`src/rtl/tx_path_top.sv`:
```
// QPSK transmit front end: maps (I,Q) hard bits to +/-AMP levels and buffers them in a small output FIFO.
// Define TX_PATH_BYTE_IN_EN to accept a byte per handshake and serialize it as four symbols, MSB pair first.
module tx_path_top #(
  parameter int OUT_W      = 12,
  parameter int AMP        = 1447,
  parameter int FIFO_DEPTH = 4
) (
  input  logic               clk,
  input  logic               rst,
  input  logic               in_valid,
  output logic               in_ready,
  input  logic               in_I,
  input  logic               in_Q,
  input  logic [7:0]         in_data,
  output logic               out_valid,
  input  logic               out_ready,
  output logic [2*OUT_W-1:0] out_data
);

  localparam int PW = (FIFO_DEPTH > 1) ? $clog2(FIFO_DEPTH) : 1;
  localparam int CW = PW + 1;
  localparam logic [CW-1:0]    L_FULL = CW'(FIFO_DEPTH);
  localparam logic [OUT_W-1:0] L_POS  = OUT_W'(AMP);
  localparam logic [OUT_W-1:0] L_NEG  = OUT_W'(-AMP);

  logic [2*OUT_W-1:0] r_mem [FIFO_DEPTH];
  logic [PW-1:0]      r_wr, r_rd;
  logic [CW-1:0]      r_count;
  logic               r_in_ready;
  logic [2*OUT_W-1:0] r_out_data;

  logic               w_push, w_pop;
  logic [1:0]         w_sym;
  logic [2*OUT_W-1:0] w_push_data, w_head_nxt;
  logic [PW-1:0]      w_rd_nxt;
  logic [CW-1:0]      w_count_nxt;
  logic               w_in_ready_nxt;

  assign out_valid = (r_count != '0);
  assign out_data  = r_out_data;
  assign in_ready  = r_in_ready;
  assign w_pop     = out_valid && out_ready;

  assign w_push_data = {(w_sym[1] ? L_NEG : L_POS), (w_sym[0] ? L_NEG : L_POS)};
  assign w_count_nxt = r_count + CW'(w_push) - CW'(w_pop);
  assign w_rd_nxt    = r_rd + PW'(w_pop);

`ifdef TX_PATH_BYTE_IN_EN
  logic [7:0] r_shift;
  logic [2:0] r_left;
  logic       w_accept;
  logic [2:0] w_left_nxt;
  logic       w_unused_bits;

  assign w_unused_bits = in_I ^ in_Q;
  assign w_accept      = in_valid && r_in_ready;
  // A full FIFO can still take a symbol when a pop happens on the same edge.
  assign w_push        = (r_left != 3'd0) && ((r_count != L_FULL) || w_pop);
  assign w_sym         = r_shift[7:6];

  always_comb begin
    w_left_nxt = r_left;
    if (w_accept)
      w_left_nxt = 3'd4;
    else if (w_push)
      w_left_nxt = r_left - 3'd1;
  end

  assign w_in_ready_nxt = (w_left_nxt == 3'd0) && (w_count_nxt != L_FULL);

  always_ff @(posedge clk or negedge rst) begin
    if (!rst) begin
      r_shift <= '0;
      r_left  <= '0;
    end else begin
      r_left <= w_left_nxt;
      if (w_accept)
        r_shift <= in_data;
      else if (w_push)
        r_shift <= {r_shift[5:0], 2'b00};
    end
  end
`else
  logic w_unused_data;

  assign w_unused_data  = ^in_data;
  assign w_push         = in_valid && r_in_ready;
  assign w_sym          = {in_I, in_Q};
  assign w_in_ready_nxt = (w_count_nxt != L_FULL);
`endif

  // The pushed word is not in r_mem until after this edge, so bypass it when it becomes the new head.
  always_comb begin
    w_head_nxt = r_out_data;
    if (w_count_nxt != '0)
      w_head_nxt = (w_push && (w_rd_nxt == r_wr)) ? w_push_data : r_mem[w_rd_nxt];
  end

  always_ff @(posedge clk) begin
    if (w_push)
      r_mem[r_wr] <= w_push_data;
  end

  always_ff @(posedge clk or negedge rst) begin
    if (!rst) begin
      r_wr       <= '0;
      r_rd       <= '0;
      r_count    <= '0;
      r_in_ready <= 1'b0;
      r_out_data <= '0;
    end else begin
      r_wr       <= r_wr + PW'(w_push);
      r_rd       <= w_rd_nxt;
      r_count    <= w_count_nxt;
      r_in_ready <= w_in_ready_nxt;
      r_out_data <= w_head_nxt;
    end
  end

endmodule

```
`config.mk`:
```
export PLATFORM = sky130hd
export DESIGN_NAME = tx_path_top
export DESIGN_NICKNAME = d
export VERILOG_FILES = /design/src/rtl/tx_path_top.sv
export SDC_FILE = /design/constraint.sdc
export NUM_CORES = 1
export LEC_CHECK = 0
export CORE_ASPECT_RATIO = 0.6
export CORE_UTILIZATION = 50
export DETAILED_ROUTE_END_ITERATION = 12
export GPL_TIMING_DRIVEN = 0
export PLACE_DENSITY_LB_ADDON = 0.05
export SLEW_MARGIN = 10
export SYNTH_ARGS = -nofsm -noshare
export SYNTH_HDL_FRONTEND = slang
export SYNTH_SLANG_ARGS = --single-unit
```
`constraint.sdc`:
```
create_clock -name clk -period 4.75 [get_ports clk]
set_clock_uncertainty 0.05 [all_clocks]
set_input_delay 0.95 -clock clk [delete_from_list [all_inputs] [get_ports clk]]
set_output_delay 0.95 -clock clk [all_outputs]
set_load 0.03 [all_outputs]
```
==> results of run 1 <==
-- cell type report --
type	count	area [µm²]
plain buffers	21	159
inverters	6	22.5
well taps	32	40.0
clock inverters	3	12.5
fillers	169	743
clock buffers	5	68.8
repair buffers	31	310
flip-flops and latches	29	806
multi-input cells	37	378
-- sequential cells by signal (all words and copies together), names as in the netlist --
register,count
r_rd,2
in_ready,1
r_count,3
out_data,5
r_mem,16
r_wr,2
-- through the flow --
stage	hold WS [ns]	setup slack, ns
6_report	0.452	1.48
5_1_grt	0.481	1.38
4_1_cts	0.454	1.49
3_5_place_dp	0.440	1.20
3_3_place_gp	0.431	1.25
2_1_floorplan	0.422	1.65
-- placed cells by master, fill, tap and decap left out, drive strengths merged --
cell            n
a21oi           4
clkbuf          5
and2            1
nand3b          1
nand2           1
xnor3           1
nor3            1
clkinv          3
fa              1
xnor2           1
xor3            1
and3            1
nor3b           2
buf            21
dfrtp          13
or2             1
or3             2
edfxtp         16
inv             6
xor2            2
ha              4
nand3           1
clkdlybuf4s50  31
mux4            4
nor2            4
mux2i           4
-- kinds of logic after synthesis --
logic type,Yosys count,synth area share (%)
XOR/XNOR,5,5.41
AND/OR/NAND/NOR,15,6.14
multiplexers,8,9.53
buffers and inverters,27,13.3
flip-flops,29,59.0
adder cells (fa/ha/maj),5,5.13
AO/OA/AOI/OAI,4,1.47
-- final timing paths --
path,from,end,slack [ns],depth (start not counted)
worst max-delay path,in_valid,out_data[12]$_DFFE_PN0P_,1.48,11
worst min-delay path,r_rd[0]$_DFF_PN0_,r_rd[0]$_DFF_PN0_,0.45,1
worst max register to register,r_count[1]$_DFF_PN0_,out_data[12]$_DFFE_PN0P_,1.66,11
worst min register to register,r_rd[0]$_DFF_PN0_,r_rd[0]$_DFF_PN0_,0.45,1
min in group asynchronous,rst,r_count[1]$_DFF_PN0_,1.00,1
max in group asynchronous,rst,out_data[21]$_DFFE_PN0P_,3.26,1
-- routing by layer --
layer	up-vias	global-route usage [%]	share of wire, %
met4	0	4.90	0.42
met5	-	0	0
li1	381	-	-
met3	2	6.73	5.8
met1	369	24.3	50
met2	23	21.0	44
-- power by group --
group          total (mW)  switching (mW)  internal, mW
combinational       0.899           0.435         0.464
clock               0.185          0.0863        0.0982
sequential          0.417          0.0633         0.353
total                1.50           0.585         0.915
==> results by group, run 1 <==
Worst hold path
  • HP Class: flop to flop

Synthesis
  • Synth Instances: 93
  • Top cell type's share of synthesized area: 35.2%
  • Synth Cell Area: 1370 µm²
  • Most frequent cell after synthesis: buf_4
  • Sequential area share after synthesis: 59.0%
  • Distinct cells, synth: 26
  • Post-synth EDFFs: 16
  • Top cells by area, synth: edfxtp_1 (35%), dfrtp_1 (24%), buf_4 (10%)
  • Synth Flop Type: edfxtp_1
  • Synth area leader: edfxtp_1
  • Post-synth ARST share: 44.8%
  • Syn Nets: 112
  • Commonest cells in the netlist: buf_4 (19), edfxtp_1 (16), dfrtp_1 (13)
  • Yosys warning total: 0
  • Mean post-synth cell area: 14.7 µm²
  • #FFs+latches synth: 29

STA
  • Sum Neg Setup Slack: 0 ns
  • Hold Vio Cnt, Final: 0
  • Setup violations, final: 0
  • Worst slew pin tran: 0.726 ns
  • Period utilization: 68.8%
  • Fmax: 0.306 GHz
  • Tmin final: 3.27 ns
  • RSZ-0062 raised after global routing: false
  • Max transition margin: 51.2%
  • Slew Viols, Final: 0

Layout
  • Share of layout cells above drive strength 1: 25.0%
  • Util after Layout: 70.7%
  • Post-route design area: 1800 µm²
  • Fin cells: 164
  • Nets: 150
  • Antenna cells: 0
  • Layout area overhead: 31.6%

Die
  • Total number of placement rows: 14
  • Core area: 2540 µm²
  • Full die area: 2950 µm²
  • Io pins: 40
  • Die X: 69.5 µm
  • Starting density of the core: 53.7%
  • Die Ht: 42.5 µm

Global routing
  • Global-route wire length before repair: 3.39 mm
  • Vias in the first global route: 684
  • All-layer global routing usage: 16.1%
  • Initial antenna violation count: 0
  • Total grt overflow: 0
  • Largest net degree at the start of global routing: 14

Clock network
  • CTS resizes: 0
  • Max clock buf depth: 2
  • Clock tree root driver cell: clkbuf_8
  • Setup bufs post-CTS: 0
  • Clock Sink Count: 29
  • Cts hold-fix bufs: 0
  • CTS Buf Count: 5
  • Clock latency on the worst-skew pair: 0.27 ns
  • Clock H-tree levels: 2
  • Worst-path clk slew: 0.06 ns
  • CTS tree: yes

Power and ir drop
  • Post-route total power: 1.50 mW
  • PD cells: 835 nW/µm²
  • Max VDD drop: 419 µV
  • Leakage: 0.770 nW

Drt
  • # DRC: 0
  • DR iter-0 viols: 45
  • Detailed-route via count: 775
  • TritonRoute pass-1 iters: 4
  • Vias per cell: 4.73
  • Avg WL per Cell: 13.1 µm
  • Final WL: 2.16 mm
  • Post-route ant nets: 0

Setup path
  • Delay-heaviest family, CP: adder cells
  • Req. time, crit path: 4.86 ns
  • Largest stage delay on the critical path: 0.51 ns
  • Most frequent CP cell: inv_1
  • Buf+Inv Stages, Crit Path: 5
  • Worst Path Max Fanout: 9
  • CP endpoint kind: flop
  • Critical setup path kind: input pin to flop
  • Critical-path top delay cell: fa_1
  • CP cell instances: clkdlybuf4s50_1 > nand2_1 > ha_1 > inv_1 > ha_1 > inv_1 > fa_1 > inv_1 > or3_1 > buf_6 > or2_1
  • Arr. time, crit path: 3.38 ns
  • Startpoint class of the critical path: input pin

Placement
  • Area post-placement: 1720 µm²
  • Placed Cells incl. Taps: 156
  • PortBufs: 31
  • DP Wirelength: 1.65 mm
  • RePlAce Congestion: 0.731

Job
  • Number of max-cap violations: 0

Run status
  • Status: complete, no violations
(Power assumes the default switching activity.)
==> run 2, diff against run 1 <==
CORE_UTILIZATION = 42   (was 50)
clock period = 2.7 ns   (was 4.75 ns; I/O delays follow)
==> run 2 against run 1 <==
  * The run now ends with negative setup slack left
  * Sequential share of layout area fell by 2.7 points
  * Utilization fell by 6.7 points
  * Wire length rose by 9.4%
  * Non-clock buffer count rose by 4
  * First-iteration DRC count fell by 4.4%
  * Largest cell class unchanged
  * Highest routed layer unchanged
==> results by group, run 2 (synthesis results as in run 1) <==
Run status
  • Status: finished with violations
  • Failing checks: negative setup slack

Global routing
  • Vias in the first global route: 739
  • All-layer global routing usage: 15.5%
  • Global-route wire length before repair: 3.58 mm
  • Largest net degree at the start of global routing: 14
  • Total grt overflow: 0
  • Initial antenna violation count: 0

Layout
  • Filler cell count: 223
  • Nets: 155
  • Max reg flops: 16
  • Util after Layout: 64.0%
  • Flip-flop and latch area: 806 µm²
  • Post-route design area: 1910 µm²
  • Area of the multi-input gates: 448 µm²
  • Fin cells: 179
  • Layout area overhead: 40.0%
  • Top reg by flops: r_mem
  • Commonest cells after routing, fill and taps aside: clkdlybuf4s50_1 (31), buf_4 (23), edfxtp_1 (16)
  • Share of layout cells above drive strength 1: 37.2%
  • Antenna cells: 0
  • Commonest non-fill, non-tap cell in the layout: clkdlybuf4s50_1

Worst hold path
  • HP Class: flop to flop
  • HP Start: r_rd[0]$_DFF_PN0_

Drt
  • # DRC: 0
  • TritonRoute pass-1 iters: 4
  • Post-route ant nets: 0
  • Final WL: 2.36 mm
  • Avg WL per Cell: 13.2 µm
  • DR iter-0 viols: 43
  • Vias per cell: 4.51
  • Detailed-route via count: 807

Setup path
  • CP endpoint kind: flop
  • Worst Path Max Fanout: 5
  • Startpoint class of the critical path: flop
  • Critical-path top delay cell: fa_2
  • Reg-to-Reg Start: r_count[2]$_DFF_PN0_
  • Arr. time, crit path: 2.89 ns
  • Req. time, crit path: 2.80 ns
  • Worst Setup SP: r_count[2]$_DFF_PN0_
  • CP cell instances: or3_4 > and2_4 > ha_4 > inv_4 > ha_4 > inv_2 > fa_2 > inv_2 > or3_4 > or2_1
  • Largest stage delay on the critical path: 0.55 ns
  • Buf+Inv Stages, Crit Path: 3
  • Delay-heaviest family, CP: simple AND/OR/NAND/NOR gates
  • Critical setup path kind: flop to flop

Die
  • Core area: 2980 µm²
  • Die Ht: 46.2 µm
  • Starting density of the core: 45.7%
  • Full die area: 3490 µm²
  • Io pins: 40
  • Total number of placement rows: 15
  • Die X: 75.6 µm

Clock network
  • Clock latency on the worst-skew pair: 0.27 ns
  • CTS tree: yes
  • Clock tree root driver cell: clkbuf_8
  • Clock Sink Count: 29
  • CTS Buf Count: 5
  • Max clock buf depth: 2
  • Cts hold-fix bufs: 0
  • Worst-path clk slew: 0.06 ns
  • Clock H-tree levels: 2

STA
  • Slew Viols, Final: 0
  • Period utilization: 103%
  • Fmax: 0.358 GHz
  • Setup violations, final: 5
  • Sum Neg Setup Slack: -0.407 ns
  • Worst slew pin tran: 0.735 ns
  • Final WS setup: -0.0912 ns
  • RSZ-0062 raised after global routing: true
  • Hold Vio Cnt, Final: 0
  • Max transition margin: 50.6%
  • Tmin final: 2.79 ns

Job
  • Number of max-cap violations: 0

Placement
  • Area post-placement: 1750 µm²
  • Placed Cells incl. Taps: 166
  • PortBufs: 31
  • RePlAce Congestion: 0.739
-- run 2: cell count changes in the layout (fill, tap and decap cells not counted), sizes merged --
cell	previous run	this run
clkinv	3	1
or3	2	3
buf	21	25
clkbuf	5	7
-- run 2: area by class of cell --
class	count	share of cell area, %
buffer	20	7.73
clock buffer	7	3.99
clock inverter	1	0.196
inverter	6	1.31
multi-input combinational	38	23.4
sequential	29	42.2
tap	42	2.75
timing repair buffer	36	18.4
-- run 2: through the flow --
stage / hold WS, ns / worst slack, ns
2_1_floorplan: 0.194 / -0.156
3_3_place_gp: 0.435 / -0.393
3_5_place_dp: 0.443 / -0.422
4_1_cts: 0.457 / -0.0914
5_1_grt: 0.483 / -0.145
6_report: 0.452 / -0.0912
-- run 2: routing by layer --
layer	global-route usage (%)	wire length [µm]
met5	0	0
met4	4.44	25
met3	6.56	117
met2	21.4	971
met1	22.3	1250
-- run 2: path summary, 6_finish.rpt --
path / end / slack, ns / depth (start not counted)
setup / recovery: out_data[12]$_DFFE_PN0P_ / -0.09 / 10
hold / removal: r_rd[0]$_DFF_PN0_ / 0.45 / 1
setup reg to reg: out_data[12]$_DFFE_PN0P_ / -0.09 / 10
hold reg to reg: r_rd[0]$_DFF_PN0_ / 0.45 / 1
max in group asynchronous: out_data[12]$_DFFE_PN0P_ / 1.64 / 1
min in group asynchronous: r_count[1]$_DFF_PN0_ / 0.58 / 1
-- run 2: worst register-to-register path, delay by kind of cell (launching register included) --
family | cells | cell delay (ns)
simple gates | 4 | 1.21
buf+inv | 3 | 0.14
fa+ha+maj | 3 | 0.90
flops | 1 | 0.38
-- run 2: repair_timing --
action / CTS / global route
buffers inserted: 3 / 2
resized for setup: 12 / 3
pin swaps: 3 / 3
gates cloned: 1 / 0
setup endpoints to repair: 5 / 5
Power of run 2 is left out: the tool's default activity adds up to more than one toggle a clock period on the data nets, which glitch-free logic cannot reach.
==> run 3, diff against run 2 <==
CORE_MARGIN = 3   (was unset)
GPL_TIMING_DRIVEN = unset   (was 0)
==> run 3 against run 2 <==
  * The run still ends with negative setup slack left
  * Wire length is 2.9% higher
  * Die area increased by 14%
  * Global-route usage decreased by 1.6 points
  * Clock-buffer cell count down 2
  * Critical path depth is the same
  * Worst hold slack worse by 0.014 ns
  * Critical path type unchanged
  * Critical endpoint unchanged
==> results by group, run 3 (synthesis results as in run 1) <==
Worst hold path
  • HP Class: flop to flop
  • HP Start: out_data[12]$_DFFE_PN0P_

Drt
  • WL met3: 178 µm
  • Vias per cell: 4.67
  • # DRC: 0
  • Met1 wire length: 1.07 mm
  • Avg WL per Cell: 14.5 µm
  • Detailed-route via count: 780
  • DR iter-0 viols: 92
  • Top layer used by detailed routing: met4
  • Wire length on met2: 1.14 mm
  • TritonRoute pass-1 iters: 4
  • Post-route ant nets: 0
  • Final WL: 2.43 mm

Setup path
  • Largest stage delay on the critical path: 0.43 ns
  • Worst Path Max Fanout: 8
  • CP endpoint kind: flop
  • Req. time, crit path: 2.82 ns
  • Critical setup path kind: flop to flop
  • Critical path endpoint: out_data[12]$_DFFE_PN0P_
  • CP cell instances: or3_4 > and2_4 > ha_4 > inv_2 > ha_4 > inv_2 > fa_2 > xor3_2 > or3_4 > or2_1
  • Arr. time, crit path: 2.87 ns
  • Worst Setup SP: r_count[2]$_DFF_PN0_
  • Worst R2R Setup Slack: -0.06 ns
  • R2R Path End: out_data[12]$_DFFE_PN0P_
  • Reg-to-Reg Start: r_count[2]$_DFF_PN0_
  • Startpoint class of the critical path: flop
  • FF-to-FF path depth: 10
  • Critical-path top delay cell: or3_4

Global routing
  • Global-route wire length before repair: 3.93 mm
  • Initial antenna violation count: 0
  • Largest net degree at the start of global routing: 14
  • Total grt overflow: 0
  • All-layer global routing usage: 13.9%
  • Vias in the first global route: 790

Layout
  • Filler cell count: 210
  • Post-route design area: 1860 µm²
  • Top reg by flops: r_mem
  • Share of layout cells above drive strength 1: 29.6%
  • Layout area overhead: 36.1%
  • Max reg flops: 16
  • Nets: 143
  • Antenna cells: 0
  • Commonest cells after routing, fill and taps aside: clkdlybuf4s50_1 (31), edfxtp_1 (16), dfrtp_1 (13), buf_4 (13), clkbuf_8 (5)
  • Commonest non-fill, non-tap cell in the layout: clkdlybuf4s50_1

Run status
  • Failing checks: negative setup slack
  • Status: finished with violations

Placement
  • PortBufs: 31
  • DP Wirelength: 1.85 mm
  • RePlAce Congestion: 0.726
  • DP Worst Slack: -0.415 ns
  • Area post-placement: 1680 µm²

STA
  • Fmax: 0.363 GHz
  • Tmin final: 2.76 ns
  • Slew Viols, Final: 0
  • Max transition margin: 61.0%
  • RSZ-0062 raised after global routing: true
  • Sum Neg Setup Slack: -0.108 ns
  • Worst slew pin tran: 0.584 ns
  • Hold Vio Cnt, Final: 0
  • Period utilization: 102%
  • Setup violations, final: 3
  • Final WS setup: -0.0576 ns

Clock network
  • CTS Buf Count: 5
  • Clock tree root driver cell: clkbuf_8
  • Worst-path clk slew: 0.07 ns
  • CTS tree: yes
  • Clock latency on the worst-skew pair: 0.27 ns
  • Clock Sink Count: 29
  • Clock H-tree levels: 2
  • Max clock buf depth: 2

Die
  • Core area: 2980 µm²
  • Die X: 79.6 µm
  • Die Ht: 50.2 µm
  • Full die area: 3990 µm²
  • Total number of placement rows: 15
  • Io pins: 40
  • Starting density of the core: 45.7%

Job
  • Number of max-cap violations: 0
run 3: cell types whose count changed in the layout (fill, tap and decap cells not counted), sizes merged:
cell    change
buf        -11
bufinv      +2
clkbuf      -2
or3         -1
run 3: how the worst min path moves through the flow:
stage	cells after the start	end	slack, ns
CTS	1	out_data[12]$_DFFE_PN0P_	0.44
finish	1	out_data[12]$_DFFE_PN0P_	0.44
global placement	1	out_data[12]$_DFFE_PN0P_	0.42
detailed placement	1	out_data[12]$_DFFE_PN0P_	0.43
global route	1	out_data[12]$_DFFE_PN0P_	0.47
floorplan	0	in_ready$_DFF_PN0_	0.19
run 3: critical path: cells and delay by family, from the launching register on:
family	cells	cell delay (ns)
flip-flops	1	0.38
buffers and inverters	2	0.09
adder cells (fa/ha/maj)	3	0.66
XOR/XNOR	1	0.24
AND/OR/NAND/NOR	4	1.22
run 3: area by class of cell:
class	instances	area [µm²]	area share, %
well taps	42	52.6	2.83
inverters	6	22.5	1.21
repair buffers	45	419	22.6
clock inverters	3	65.1	3.50
flip-flops and latches	29	806	43.4
multi-input cells	37	424	22.8
clock buffers	5	68.8	3.70
run 3: timing repair:
item	CTS	global route
endpoints found under the setup margin	5	5
gates resized for setup	8	0
hold buffers	0	0
pin swaps	1	1
buffers inserted	1	1
run 3: per-layer routing:
metal  track usage (%)  up-vias
met1              17.6      379
met4              6.00        0
met3              6.27        6
met5                 0        -
li1                  -      364
met2              20.6       31
run 3: per-stage QoR:
stage	hold slack, ns	utilization [%]	cells
6_report	0.438	62.3	167
5_1_grt	0.474	62.3	167
4_1_cts	0.440	62.0	166
2_1_floorplan	0.194	-	93
3_5_place_dp	0.425	56.3	157
3_3_place_gp	0.419	56.3	157
Power of run 3 is left out for the same reason.
